$ cat src/rtl/radix4_booth_mul_seq_if.sv
// Operand/result handshake bundle for the radix-4 Booth multiplier.
// master drives operands and out_ready, slave is the multiplier.
interface radix4_booth_mul_seq_if #(
  parameter int WIDTH = 16
) ();
  logic               in_valid;
  logic               in_ready;
  logic [WIDTH-1:0]   x;
  logic [WIDTH-1:0]   y;
  logic               out_valid;
  logic               out_ready;
  logic [2*WIDTH-1:0] out_o;
  logic               busy;

  modport master (
    output in_valid, x, y, out_ready,
    input  in_ready, out_valid, out_o, busy
  );

  modport slave (
    input  in_valid, x, y, out_ready,
    output in_ready, out_valid, out_o, busy
  );
endinterface

$ cat src/rtl/radix4_booth_mul_seq.sv
// Iterative signed radix-4 Booth multiplier.
// One Booth digit of y is retired per clock through a single adder.
module radix4_booth_mul_seq #(
  parameter int WIDTH = 16
) (
  input  logic clk,
  input  logic reset,
  radix4_booth_mul_seq_if.slave bus
);
  localparam int PW = 2 * WIDTH;
  localparam int ND = WIDTH / 2;
  localparam int CW = (ND > 1) ? $clog2(ND) : 1;

  localparam logic [1:0] IDLE = 2'd0;
  localparam logic [1:0] RUN  = 2'd1;
  localparam logic [1:0] DONE = 2'd2;

  localparam logic [CW-1:0] LAST = CW'(ND - 1);

  logic [1:0]    state;
  logic [PW-1:0] xs;
  logic [WIDTH:0] yr;
  logic [PW-1:0] acc;
  logic [PW-1:0] out_q;
  logic [CW-1:0] cnt;
  logic [PW-1:0] term;
  logic [PW-1:0] sum;

  // xs is pre-shifted by 2*cnt and yr by -2*cnt, so the
  // current digit always sits in yr[2:0] and needs no barrel shift.
  always_comb begin
    term = '0;
    unique case (yr[2:0])
      3'b001, 3'b010: term = xs;
      3'b011:         term = xs << 1;
      3'b100:         term = -(xs << 1);
      3'b101, 3'b110: term = -xs;
      default:        term = '0;
    endcase
  end

  assign sum = acc + term;

  // Sequencer: accept in IDLE, accumulate in RUN, hold in DONE.
  always_ff @(posedge clk) begin
    if (reset) begin
      state <= IDLE;
      xs    <= '0;
      yr    <= '0;
      acc   <= '0;
      cnt   <= '0;
      out_q <= '0;
    end else begin
      case (state)
        IDLE: begin
          if (bus.in_valid) begin
            xs    <= {{WIDTH{bus.x[WIDTH-1]}}, bus.x};
            yr    <= {bus.y, 1'b0};
            acc   <= '0;
            cnt   <= '0;
            state <= RUN;
          end
        end
        RUN: begin
          acc <= sum;
          xs  <= xs << 2;
          yr  <= yr >> 2;
          cnt <= cnt + CW'(1);
          if (cnt == LAST) begin
            out_q <= sum;
            state <= DONE;
          end
        end
        DONE: begin
          if (bus.out_ready) state <= IDLE;
        end
        default: state <= IDLE;
      endcase
    end
  end

  assign bus.in_ready  = (state == IDLE);
  assign bus.out_valid = (state == DONE);
  assign bus.busy      = (state != IDLE);
  assign bus.out_o     = out_q;
endmodule
$ cat src/flat_wrapper.sv
// flat-port wrapper written by rule: the top's interface ports become plain ports
module radix4_booth_mul_seq_flat 
#(
  parameter int WIDTH = 16
)
  (clk, reset, bus_in_valid, bus_x, bus_y, bus_out_ready, bus_in_ready, bus_out_valid, bus_out_o, bus_busy);
  radix4_booth_mul_seq_if #(.WIDTH(WIDTH)) bus_i ();
  input  logic clk;
  input  logic reset;
  input wire logic [$bits(bus_i.in_valid)-1:0] bus_in_valid;
  input wire logic [$bits(bus_i.x)-1:0] bus_x;
  input wire logic [$bits(bus_i.y)-1:0] bus_y;
  input wire logic [$bits(bus_i.out_ready)-1:0] bus_out_ready;
  output wire logic [$bits(bus_i.in_ready)-1:0] bus_in_ready;
  output wire logic [$bits(bus_i.out_valid)-1:0] bus_out_valid;
  output wire logic [$bits(bus_i.out_o)-1:0] bus_out_o;
  output wire logic [$bits(bus_i.busy)-1:0] bus_busy;
  assign bus_i.in_valid = bus_in_valid;
  assign bus_i.x = bus_x;
  assign bus_i.y = bus_y;
  assign bus_i.out_ready = bus_out_ready;
  assign bus_in_ready = bus_i.in_ready;
  assign bus_out_valid = bus_i.out_valid;
  assign bus_out_o = bus_i.out_o;
  assign bus_busy = bus_i.busy;
  radix4_booth_mul_seq #(.WIDTH(WIDTH)) u_core (.clk(clk), .reset(reset), .bus(bus_i));
endmodule
$ cat config.mk
export PLATFORM = sky130hd
export DESIGN_NAME = radix4_booth_mul_seq_flat
export DESIGN_NICKNAME = d
export VERILOG_FILES = /design/src/rtl/radix4_booth_mul_seq_if.sv /design/src/rtl/radix4_booth_mul_seq.sv /design/src/flat_wrapper.sv
export SDC_FILE = /design/constraint.sdc
export NUM_CORES = 1
export LEC_CHECK = 0
export ABC_AREA = 0
export CELL_PAD_IN_SITES_DETAIL_PLACEMENT = 0
export CELL_PAD_IN_SITES_GLOBAL_PLACEMENT = 1
export CORE_MARGIN = 10
export CORE_UTILIZATION = 35
export DETAILED_ROUTE_END_ITERATION = 10
export HOLD_SLACK_MARGIN = 0.1
export PLACE_DENSITY = 0.77
export SLEW_MARGIN = 20
export SYNTH_ARGS = -nofsm -noshare
export SYNTH_HDL_FRONTEND = slang
export SYNTH_SLANG_ARGS = --single-unit
export TNS_END_PERCENT = 30
$ cat constraint.sdc
create_clock -name clk -period 10.32 [get_ports clk]
set_input_delay 1.548 -clock clk [delete_from_list [all_inputs] [get_ports clk]]
set_output_delay 1.548 -clock clk [all_outputs]
set_load 0.01 [all_outputs]
==> results.yml, run 1 <==
detailed_routing:
  met2WireLength_um: 10600
  ant_nets: 0
  route.detailed.wl_per_inst_um: 17.1
  num_vias: 8008
  drc: 0
  wl_met1_um: 12200
  top_signal_layer_used: "met4"
  route.final.wire_length_um: 24500
  route.met3.wl_um: 1450
  drc_marker_count_from_the_first_detailed_route_iteration: 552
  detailedRoute.firstPassIterationCount: 5
  avgViaCountPerCell: 5.59
clock_network:
  cts_inserted_buffers: 17
  cts_hold_buf: 0
  cts_resized: 0
  clockBufferDepth: 2
  clock_sinks: 118
  clock_latency_late_sink_ns: 0.43
  cts_post_setup_buffers_inserted: 0
  cts-htree-levels: 4
  clk_transition_reported_paths_ns: 0.06
  cts_tree: "yes"
  ctsRootBufferMaster: "sky130_fd_sc_hd__clkbuf_16"
job:
  drv.max_cap_violation_count: 0
synth:
  synth_enable_flop_cells: 0
  synth_largest_type_area_fraction: 0.291
  synth.distinct_cells: 60
  synth_top_cell_by_area: "sky130_fd_sc_hd__dfxtp_1"
  ys.warnings.count: 0
  ys_dominant_reg_cell: "sky130_fd_sc_hd__dfxtp_1"
  synthCells: 1124
  synth_sequential_area_ratio: 0.291
  synth_seq_cells: 118
  yosys-top-cells-area: "sky130_fd_sc_hd__dfxtp_1 29%, sky130_fd_sc_hd__nor2_1 6.9%, sky130_fd_sc_hd__nand2_1 6.2%, sky130_fd_sc_hd__a21oi_1 5.9%, sky130_fd_sc_hd__ha_1 5.2%"
  async_reset_ff_frac: 0
  synth_nets: 1195
  synthesis.area_um2: 8130
  synth.avg_cell_area_um2: 7.23
worst_setup_path:
  setup.worst_path.start_class: "register"
  regToRegStartpoint: "u_core.xs[0]$_SDFFE_PP0P_"
  crit_chain: "inv_1 > ha_1 > nor3b_1 > nand4_1 > or2_2 > or3_1 > nand2_1 > xor2_1 > o21ai_0 > ha_1 > nand2_1 > or3_1 > or2_2 > o2111a_1 > nor3_1 > nor2_1 > o311ai_0"
  capturing_point_of_the_worst_reg2reg_path: "u_core.bus.out_o[31]$_SDFFE_PP0P_"
  crit_path_end_kind: "register"
  worst_path_largest_cell_delay_ns: 0.54
  worstSetupPathType: "register to register"
  reg2reg_depth: 17
  arrival_ns: 5.63
  ff2ff_setup_slack_ns: 4.99
  cp_data_required_time_ns: 10.62
  timing.critical_path.slowest_stage_cell: "sky130_fd_sc_hd__nor3b_1"
  timing.critical_path.fanout_max: 11
sta:
  grt_setup_unrepaired: "false"
  finClkSkew_ns: 0.0103
  finalCriticalPeriod_ns: 5.33
  setup_viol: 0
  slew_headroom: 0.391
  finalHoldViolCount: 0
  clock.fmax_ghz: 0.188
  timing_worst_slew_pin_value_ns: 0.911
  timing_max_transition_violations_final: 0
  finalCritPeriodShare: 0.516
  fin_tns_setup_ns: 0
floorplan:
  die_height_um: 172
  io-pin-count: 71
  die_x_um: 172
  floorplan.rows: 55
  core_area_um2: 22700
  die-area_um2: 29700
  initial_utilization: 0.358
global_routing:
  grt_pass1_wl_um: 39300
  largest_net_degree_at_the_start_of_global_routing: 84
  track_usage: 0.165
  grt_pass1_vias: 7416
  grt_antenna_before_repair: 0
  grt-ovfl-total: 0
finish:
  fraction_of_layout_instances_using_a_drive_strength_above_1: 0.0567
  area_delta_synth_final_pct: 17.3
  final_nets: 1205
  final_core_util: 0.420
  antenna-diode-count: 0
  final.fill_count: 2364
worst_hold_path:
  worstHoldEndpoint: "u_core.bus.out_o[2]$_SDFFE_PP0P_"
  hold_start: "u_core.bus.out_o[2]$_SDFFE_PP0P_"
  min-delay-path-class: "register to register"
  worstHoldPathCells: 2
outcome:
  run_status: "finished, final reports clean"
power:
  power.static_leakage_nw: 3.67
  power.density_cell_area_nw_per_um2: 149
  peakVddDrop_mv: 0.0819
place:
  place.gp.congestion: 0.929
  portBuffers: 70
  place_hpwl_um: 17000
==> layout by cell type, fill, tap and decap left out, drive strengths merged, types with 4 or more instances in the layout <==
cell	instances
a211oi	8
a21o	18
a21oi	95
a221oi	4
a22o	4
a22oi	55
a311oi	15
a31oi	7
and3	5
buf	14
clkbuf	17
clkdlybuf4s50	69
clkinv	6
dfxtp	118
ha	34
inv	23
mux2i	6
nand2	135
nand2b	10
nand3	22
nand3b	10
nand4	6
nor2	149
nor2b	22
nor3	38
nor3b	9
nor4	5
o211ai	12
o21a	12
o21ai	76
o311ai	4
o31ai	9
or2	13
or3	20
or4	10
xnor2	23
xor2	28
==> layout make-up <==
cell class | count | area (um2) | area share
Multi-Input combinational cell | 897 | 5360 | 0.562
Sequential cell | 118 | 2360 | 0.248
Timing Repair Buffer | 83 | 796 | 0.0835
Clock buffer | 17 | 425 | 0.0446
Tap cell | 285 | 357 | 0.0374
Clock inverter | 15 | 169 | 0.0177
Inverter | 17 | 63.8 | 0.00670
==> logic make-up (layout without fill, tap and decap cells) <==
| kind of cell | after synthesis | count (layout) | share of synthesized area |
|---|---|---|---|
| and+or+nand+nor | 461 | 461 | 0.267 |
| AOI/OAI and AO/OA | 343 | 343 | 0.272 |
| DFF | 118 | 118 | 0.291 |
| buffers and inverters | 109 | 132 | 0.0514 |
| xor gates and xnor gates | 51 | 51 | 0.0550 |
| adders and majority gates | 35 | 35 | 0.0548 |
| muxes | 7 | 7 | 0.00878 |
==> Yosys cell counts, types with 10 or more instances <==
cell / number
sky130_fd_sc_hd__nor2_1: 149
sky130_fd_sc_hd__nor2b_1: 22
sky130_fd_sc_hd__or3_1: 19
sky130_fd_sc_hd__inv_1: 17
sky130_fd_sc_hd__a21o_1: 18
sky130_fd_sc_hd__clkbuf_1: 84
sky130_fd_sc_hd__nand3_1: 22
sky130_fd_sc_hd__nor3_1: 37
sky130_fd_sc_hd__o21a_1: 12
sky130_fd_sc_hd__a311oi_1: 15
sky130_fd_sc_hd__o21ai_0: 76
sky130_fd_sc_hd__o211ai_1: 12
sky130_fd_sc_hd__a21oi_1: 95
sky130_fd_sc_hd__xor2_1: 28
sky130_fd_sc_hd__ha_1: 34
sky130_fd_sc_hd__nand2b_1: 10
sky130_fd_sc_hd__nand2_1: 135
sky130_fd_sc_hd__or2_2: 12
sky130_fd_sc_hd__dfxtp_1: 118
sky130_fd_sc_hd__nand3b_1: 10
sky130_fd_sc_hd__a22oi_1: 55
sky130_fd_sc_hd__xnor2_1: 23
==> worst max-delay path, delay by kind of cell, from the launching register on <==
kind	cells	cell delay, ns
XOR/XNOR	1	0.13
AND/OR/NAND/NOR	10	3.25
adder cells (fa/ha/maj)	2	0.70
buffers and inverters	1	0.13
AO/OA/AOI/OAI	3	0.64
flip-flops	1	0.35
==> per-stage QoR <==
step           std cells  setup slack [ns]  hold slack, ns  total power, mW  instance area [um2]
6_report            1432              4.99           0.453             1.42                 9530
4_1_cts             1432              5.06           0.455             1.43                 9530
2_1_floorplan       1124              5.63           0.426            0.738                 8130
3_5_place_dp        1400              5.09           0.447            0.820                 8940
5_1_grt             1432              4.51           0.463             1.49                 9530
3_3_place_gp        1400              5.24           0.440            0.819                 8940
==> sequential cells by signal (all words and copies together), names as in the netlist <==
signal	flops
u_core.cnt	3
u_core.state	2
u_core.xs	32
u_core.bus.out_o	32
u_core.yr	17
u_core.acc	32
==> worst max path at each step <==
stage                                    from                                end  slack, ns  depth (start not counted)
floorplan           u_core.xs[2]$_SDFFE_PP0P_        u_core.acc[31]$_SDFFE_PP0P_       5.63                         18
global placement    u_core.xs[0]$_SDFFE_PP0P_        u_core.acc[31]$_SDFFE_PP0P_       5.24                         17
detailed placement  u_core.xs[0]$_SDFFE_PP0P_  u_core.bus.out_o[31]$_SDFFE_PP0P_       5.09                         17
CTS                 u_core.xs[0]$_SDFFE_PP0P_  u_core.bus.out_o[31]$_SDFFE_PP0P_       5.06                         17
global route        u_core.xs[0]$_SDFFE_PP0P_  u_core.bus.out_o[31]$_SDFFE_PP0P_       4.51                         17
finish              u_core.xs[0]$_SDFFE_PP0P_  u_core.bus.out_o[31]$_SDFFE_PP0P_       4.99                         17
==> per-layer routing <==
layer | GRT usage | vias to the layer above
li1 | - | 4058
met1 | 0.226 | 3719
met2 | 0.253 | 211
met3 | 0.0349 | 20
met4 | 0.0480 | 0
met5 | 0 | -
==> power by group <==
part / switching [mW] / internal [mW] / total [mW]
sequential: 0.0299 / 0.478 / 0.508
clock: 0.246 / 0.361 / 0.607
combinational: 0.187 / 0.119 / 0.306
Note: power is estimated with default switching activity, not from simulation.
==> run 2: changes to the inputs <==
- clock period: 10.32 -> 5.1 ns (I/O delays scaled with it)
==> run 2 against run 1 <==
  * Fmax up 11%
  * Critical path depth unchanged
  * Sequential cell count unchanged
  * Highest routed layer unchanged
==> results.yml, run 2 (same netlist as run 1, synthesis figures left out) <==
detailed_routing:
  route.final.wire_length_um: 24600
  route.detailed.wl_per_inst_um: 16.9
  num_vias: 8135
  avgViaCountPerCell: 5.58
  detailedRoute.firstPassIterationCount: 5
  drc_marker_count_from_the_first_detailed_route_iteration: 515
  ant_nets: 0
  drc: 0
sta:
  timing_worst_slew_pin_value_ns: 0.921
  slew_headroom: 0.384
  timing.final.ws_setup_ns: 0.297
  timing_max_transition_violations_final: 0
  clock.fmax_ghz: 0.208
  grt_setup_unrepaired: "false"
  fin_tns_setup_ns: 0
  finClkSkew_ns: 0.0109
  setup_viol: 0
  finalCriticalPeriod_ns: 4.80
  finalCritPeriodShare: 0.942
  finalHoldViolCount: 0
worst_setup_path:
  worstSetupStartpoint: "u_core.xs[0]$_SDFFE_PP0P_"
  cp_data_required_time_ns: 5.44
  crit_path_end_kind: "register"
  timing.critical_path.fanout_max: 6
  worstSetupPathType: "register to register"
  setup.worst_path.start_class: "register"
  arrival_ns: 5.14
  regToRegStartpoint: "u_core.xs[0]$_SDFFE_PP0P_"
  ff2ff_setup_slack_ns: 0.30
clock_network:
  cts-htree-levels: 4
  cts_hold_buf: 0
  clk_transition_reported_paths_ns: 0.06
  clockBufferDepth: 2
  clock_latency_late_sink_ns: 0.43
  cts_tree: "yes"
  clock_sinks: 118
  ctsRootBufferMaster: "sky130_fd_sc_hd__clkbuf_16"
  cts_inserted_buffers: 17
power:
  totalPowerFinal_mw: 2.92
  switching_share: 0.310
  clock_network_fraction_of_design_power: 0.423
  power.static_leakage_nw: 3.81
  p_comb_frac: 0.225
  power_frac_seq: 0.351
  internal-power_mw: 2.01
  power_spent_charging_and_discharging_nets_mw: 0.904
  power.density_cell_area_nw_per_um2: 299
  peakVddDrop_mv: 0.177
worst_hold_path:
  hold_start: "u_core.bus.out_o[19]$_SDFFE_PP0P_"
  min-delay-path-class: "register to register"
global_routing:
  grt-ovfl-total: 0
  grt_pass1_vias: 7604
  grt_antenna_before_repair: 0
  largest_net_degree_at_the_start_of_global_routing: 64
  track_usage: 0.167
  grt_pass1_wl_um: 40200
floorplan:
  initial_utilization: 0.358
  die_x_um: 172
  io-pin-count: 71
  die-area_um2: 29700
  core_area_um2: 22700
  die_height_um: 172
  floorplan.rows: 55
finish:
  area_delta_synth_final_pct: 20.2
  layout.cell_area.non_filler_um2: 9770
  layout_commonest_cell: "sky130_fd_sc_hd__nor2_1"
  layout_common_cells: "147 x sky130_fd_sc_hd__nor2_1, 135 x sky130_fd_sc_hd__nand2_1, 118 x sky130_fd_sc_hd__dfxtp_1, 95 x sky130_fd_sc_hd__a21oi_1, 76 x sky130_fd_sc_hd__o21ai_0"
  antenna-diode-count: 0
  fraction_of_layout_instances_using_a_drive_strength_above_1: 0.0784
  finish.cell_count_without_fillers: 1459
  final_nets: 1232
place:
  place_hpwl_um: 17400
  portBuffers: 70
  place_area_um2: 9120
  place.gp.congestion: 0.920
  placed_cells: 1425
  placement.setup.worst_slack_ns: 0.148
outcome:
  run_status: "finished, final reports clean"
job:
  drv.max_cap_violation_count: 0
run 2: per-layer routing:
metal / wire length, um / GRT usage
met2: 10700 / 0.253
met5: 0 / 0
met4: 413 / 0.0532
met1: 11900 / 0.232
met3: 1580 / 0.0337
run 2: repair_timing:
item / 4_1_cts / 5_1_grt
endpoints found under the setup margin: 0 / 6
gates resized for setup: 0 / 6
setup buffers: 0 / 2
run 2: through the flow:
stage	hold WS, ns	util
finish	0.452	0.430
global route	0.471	0.430
floorplan	0.426	-
global placement	0.442	0.402
CTS	0.455	0.428
detailed placement	0.447	0.402
run 2: area by class of cell:
cell class	instances	area, um2
sequential	118	2360
clock inverter	11	151
tap	285	357
inverter	17	63.8
multi-input combinational	897	5390
clock buffer	21	450
timing repair buffer	110	998
fill	2354	12900
run 2: worst paths after layout:
kind / endpoint / cells past startpoint
worst min register to register: u_core.bus.out_o[19]$_SDFFE_PP0P_ / 2
worst max register to register: u_core.bus.out_o[29]$_SDFFE_PP0P_ / 17
worst min-delay path: u_core.bus.out_o[19]$_SDFFE_PP0P_ / 2
worst max-delay path: u_core.bus.out_o[29]$_SDFFE_PP0P_ / 17
run 2: worst max-delay path: stages, from the launching register on:
cell and delay, ns:
sky130_fd_sc_hd__dfxtp_1 0.36, sky130_fd_sc_hd__nor4_4 0.31, sky130_fd_sc_hd__nand2_1 0.10, sky130_fd_sc_hd__or2_2 0.31, sky130_fd_sc_hd__or3_1 0.39, sky130_fd_sc_hd__or4b_1 0.57, sky130_fd_sc_hd__xor2_1 0.16, sky130_fd_sc_hd__a221oi_1 0.27
sky130_fd_sc_hd__a31oi_1 0.08, sky130_fd_sc_hd__ha_2 0.39, sky130_fd_sc_hd__nand2_1 0.10, sky130_fd_sc_hd__or3_1 0.39, sky130_fd_sc_hd__a21oi_1 0.17, sky130_fd_sc_hd__nor3b_1 0.07, sky130_fd_sc_hd__buf_4 0.15, sky130_fd_sc_hd__o31a_1 0.32
sky130_fd_sc_hd__or3_1 0.31, sky130_fd_sc_hd__a311oi_1 0.26
run 2: power groups by stage:
stage	Combinational [mW]	Clock (mW)	Sequential, mW
6_report	0.657	1.23	1.03
5_1_grt	0.733	1.30	1.03
4_1_cts	0.643	1.26	1.02
3_5_place_dp	0.640	0	1.04
3_3_place_gp	0.640	0	1.04
2_1_floorplan	0.484	0	1.01
==> run 3: changes to the inputs <==
- clock period: 5.1 -> 4.9 ns (I/O delays scaled with it)
==> run 3 against run 2 <==
  * Critical path depth did not move
  * First-iteration DRC count fell by 16%
  * Register-to-register slack got worse by 0.02 ns
  * Global-route usage fell by 0.14 points
  * Critical path type unchanged
  * Critical endpoint is now u_core.acc[31]$_SDFFE_PP0P_
==> results.yml, run 3 (same netlist as run 1, synthesis figures left out) <==
outcome:
  run_status: "finished, final reports clean"
sta:
  setup_viol: 0
  hold_ws_ns: 0.450
  finalHoldViolCount: 0
  fin_tns_setup_ns: 0
  slew_headroom: 0.415
  timing_max_transition_violations_final: 0
  finalCriticalPeriod_ns: 4.63
  finalCritPeriodShare: 0.944
  timing_worst_slew_pin_value_ns: 0.878
  finClkSkew_ns: 0.00811
  clock.fmax_ghz: 0.216
  grt_setup_unrepaired: "true"
worst_setup_path:
  crit_chain: "nor4_2 > nand2_1 > or2_2 > or3_1 > or4b_1 > xor2_1 > a221oi_1 > a31oi_1 > ha_1 > nand2_1 > or3_4 > or2_2 > o2111a_2 > nor3_2 > buf_4 > o31ai_1 > a32o_1"
  worstSetupPathType: "register to register"
  crit_family: "simple AND/OR/NAND/NOR gates"
  arrival_ns: 4.93
  timing.critical_path.slowest_stage_cell: "sky130_fd_sc_hd__or4b_1"
  timing.critical_path.fanout_max: 5
  worst_path_largest_cell_delay_ns: 0.56
  worstPathBufferInverterCount: 1
  cp_data_required_time_ns: 5.21
  setup.worst_path.start_class: "register"
  crit_path_end_kind: "register"
global_routing:
  grt_antenna_before_repair: 0
  largest_net_degree_at_the_start_of_global_routing: 62
  grt_pass1_vias: 7592
  grt_most_used_layer: "met2"
  groute.layer.met1.usage: 0.222
  grt_util_met3: 0.0399
  groute.layer.met2.usage: 0.248
  track_usage: 0.166
  grt-ovfl-total: 0
  grt_pass1_wl_um: 39700
finish:
  final_nets: 1238
  final_core_util: 0.435
  final.fill_count: 2364
  finish.cell_count_without_fillers: 1465
  antenna-diode-count: 0
  area_delta_synth_final_pct: 21.5
  layout_commonest_cell: "sky130_fd_sc_hd__nor2_1"
  fraction_of_layout_instances_using_a_drive_strength_above_1: 0.0907
  layout_common_cells: "146 x sky130_fd_sc_hd__nor2_1, 135 x sky130_fd_sc_hd__nand2_1, 118 x sky130_fd_sc_hd__dfxtp_1, 95 x sky130_fd_sc_hd__a21oi_1, 76 x sky130_fd_sc_hd__o21ai_0"
power:
  internal-power_mw: 2.18
  power_spent_charging_and_discharging_nets_mw: 0.923
  power_frac_seq: 0.340
  switching_share: 0.298
  peakVddDrop_mv: 0.174
  clock_network_fraction_of_design_power: 0.432
  power.density_cell_area_nw_per_um2: 314
  power.static_leakage_nw: 3.86
  p_comb_frac: 0.228
floorplan:
  initial_utilization: 0.358
  die_x_um: 172
  die_height_um: 172
  core_area_um2: 22700
  floorplan.rows: 55
  die-area_um2: 29700
  io-pin-count: 71
worst_hold_path:
  min-delay-path-class: "register to register"
detailed_routing:
  num_vias: 8088
  drc: 0
  route.detailed.wl_per_inst_um: 16.8
  route.final.wire_length_um: 24600
  drc_marker_count_from_the_first_detailed_route_iteration: 434
  ant_nets: 0
  detailedRoute.firstPassIterationCount: 5
  avgViaCountPerCell: 5.52
clock_network:
  cts_inserted_buffers: 17
  ctsRootBufferMaster: "sky130_fd_sc_hd__clkbuf_16"
  cts_hold_buf: 0
  clock_sinks: 118
  cts_post_setup_buffers_inserted: 0
  cts-htree-levels: 4
  clk_transition_reported_paths_ns: 0.05
  clock_latency_late_sink_ns: 0.42
  clockBufferDepth: 2
  cts_tree: "yes"
job:
  drv.max_cap_violation_count: 0
place:
  portBuffers: 70
  place_hpwl_um: 17500
  place.gp.congestion: 0.882
  placed_cells: 1433
[run 3: cell types whose count changed in the layout (fill, tap and decap cells not counted), moves of 2 or more]
cell,before,now
sky130_fd_sc_hd__clkinv_4,3,0
sky130_fd_sc_hd__nor3b_2,0,3
sky130_fd_sc_hd__clkinvlp_4,4,2
sky130_fd_sc_hd__a211oi_2,0,3
sky130_fd_sc_hd__nor4_2,0,2
sky130_fd_sc_hd__nor3_2,1,3
sky130_fd_sc_hd__a211oi_1,8,5
sky130_fd_sc_hd__buf_4,41,47
sky130_fd_sc_hd__nor3b_1,9,6
sky130_fd_sc_hd__clkbuf_8,1,3
[run 3: final cells by class]
class                      instances  area, um2  share of cell area
tap                              285        357              0.0361
sequential                       118       2360               0.239
multi-input combinational        897       5420               0.549
inverter                          17       63.8             0.00646
timing repair buffer             116       1040               0.106
clock buffer                      24        482              0.0488
clock inverter                     8        145              0.0147
[run 3: repair_timing]
item,4_1_cts,5_1_grt
gates resized for setup,0,13
hold endpoints to repair,0,0
setup endpoints to repair,0,21
[run 3: path summary, 6_finish.rpt]
path	startpoint	endpoint	slack, ns	depth (start not counted)
setup reg to reg	u_core.xs[3]$_SDFFE_PP0P_	u_core.acc[31]$_SDFFE_PP0P_	0.27	17
hold / removal	u_core.bus.out_o[4]$_SDFFE_PP0P_	u_core.bus.out_o[4]$_SDFFE_PP0P_	0.45	2
hold reg to reg	u_core.bus.out_o[4]$_SDFFE_PP0P_	u_core.bus.out_o[4]$_SDFFE_PP0P_	0.45	2
setup / recovery	u_core.xs[3]$_SDFFE_PP0P_	u_core.acc[31]$_SDFFE_PP0P_	0.27	17
[run 3: power by group through the flow]
stage	clock network, mW	registers [mW]	logic [mW]
floorplan	0	1.05	0.504
global placement	0	1.07	0.691
detailed placement	0	1.07	0.693
CTS	1.37	1.05	0.697
global route	1.41	1.06	0.789
finish	1.34	1.05	0.707
[run 3: metal layers]
| metal | up-vias | wire length (um) |
|---|---|---|
| li1 | 4127 | - |
| met1 | 3729 | 12200 |
| met2 | 191 | 10500 |
| met3 | 41 | 1350 |
| met4 | 0 | 575 |
| met5 | - | 0 |
[run 3: metrics by stage]
stage | worst slack [ns] | cell area [um2] | total power, mW
after floorplan | 0.211 | 8130 | 1.56
after detailed placement | 0.121 | 9180 | 1.77
final | 0.273 | 9870 | 3.10
after global routing | -0.0206 | 9870 | 3.25
after CTS | 0.0944 | 9810 | 3.11
after global placement | 0.223 | 9180 | 1.76
[run 3: worst register-to-register path: stages, from the launching register on]
cell and delay (ns):
sky130_fd_sc_hd__dfxtp_1 0.32, sky130_fd_sc_hd__nor4_2 0.30, sky130_fd_sc_hd__nand2_1 0.11, sky130_fd_sc_hd__or2_2 0.31, sky130_fd_sc_hd__or3_1 0.39, sky130_fd_sc_hd__or4b_1 0.56
sky130_fd_sc_hd__xor2_1 0.16, sky130_fd_sc_hd__a221oi_1 0.26, sky130_fd_sc_hd__a31oi_1 0.09, sky130_fd_sc_hd__ha_1 0.34, sky130_fd_sc_hd__nand2_1 0.10, sky130_fd_sc_hd__or3_4 0.36
sky130_fd_sc_hd__or2_2 0.32, sky130_fd_sc_hd__o2111a_2 0.20, sky130_fd_sc_hd__nor3_2 0.22, sky130_fd_sc_hd__buf_4 0.15, sky130_fd_sc_hd__o31ai_1 0.07, sky130_fd_sc_hd__a32o_1 0.26
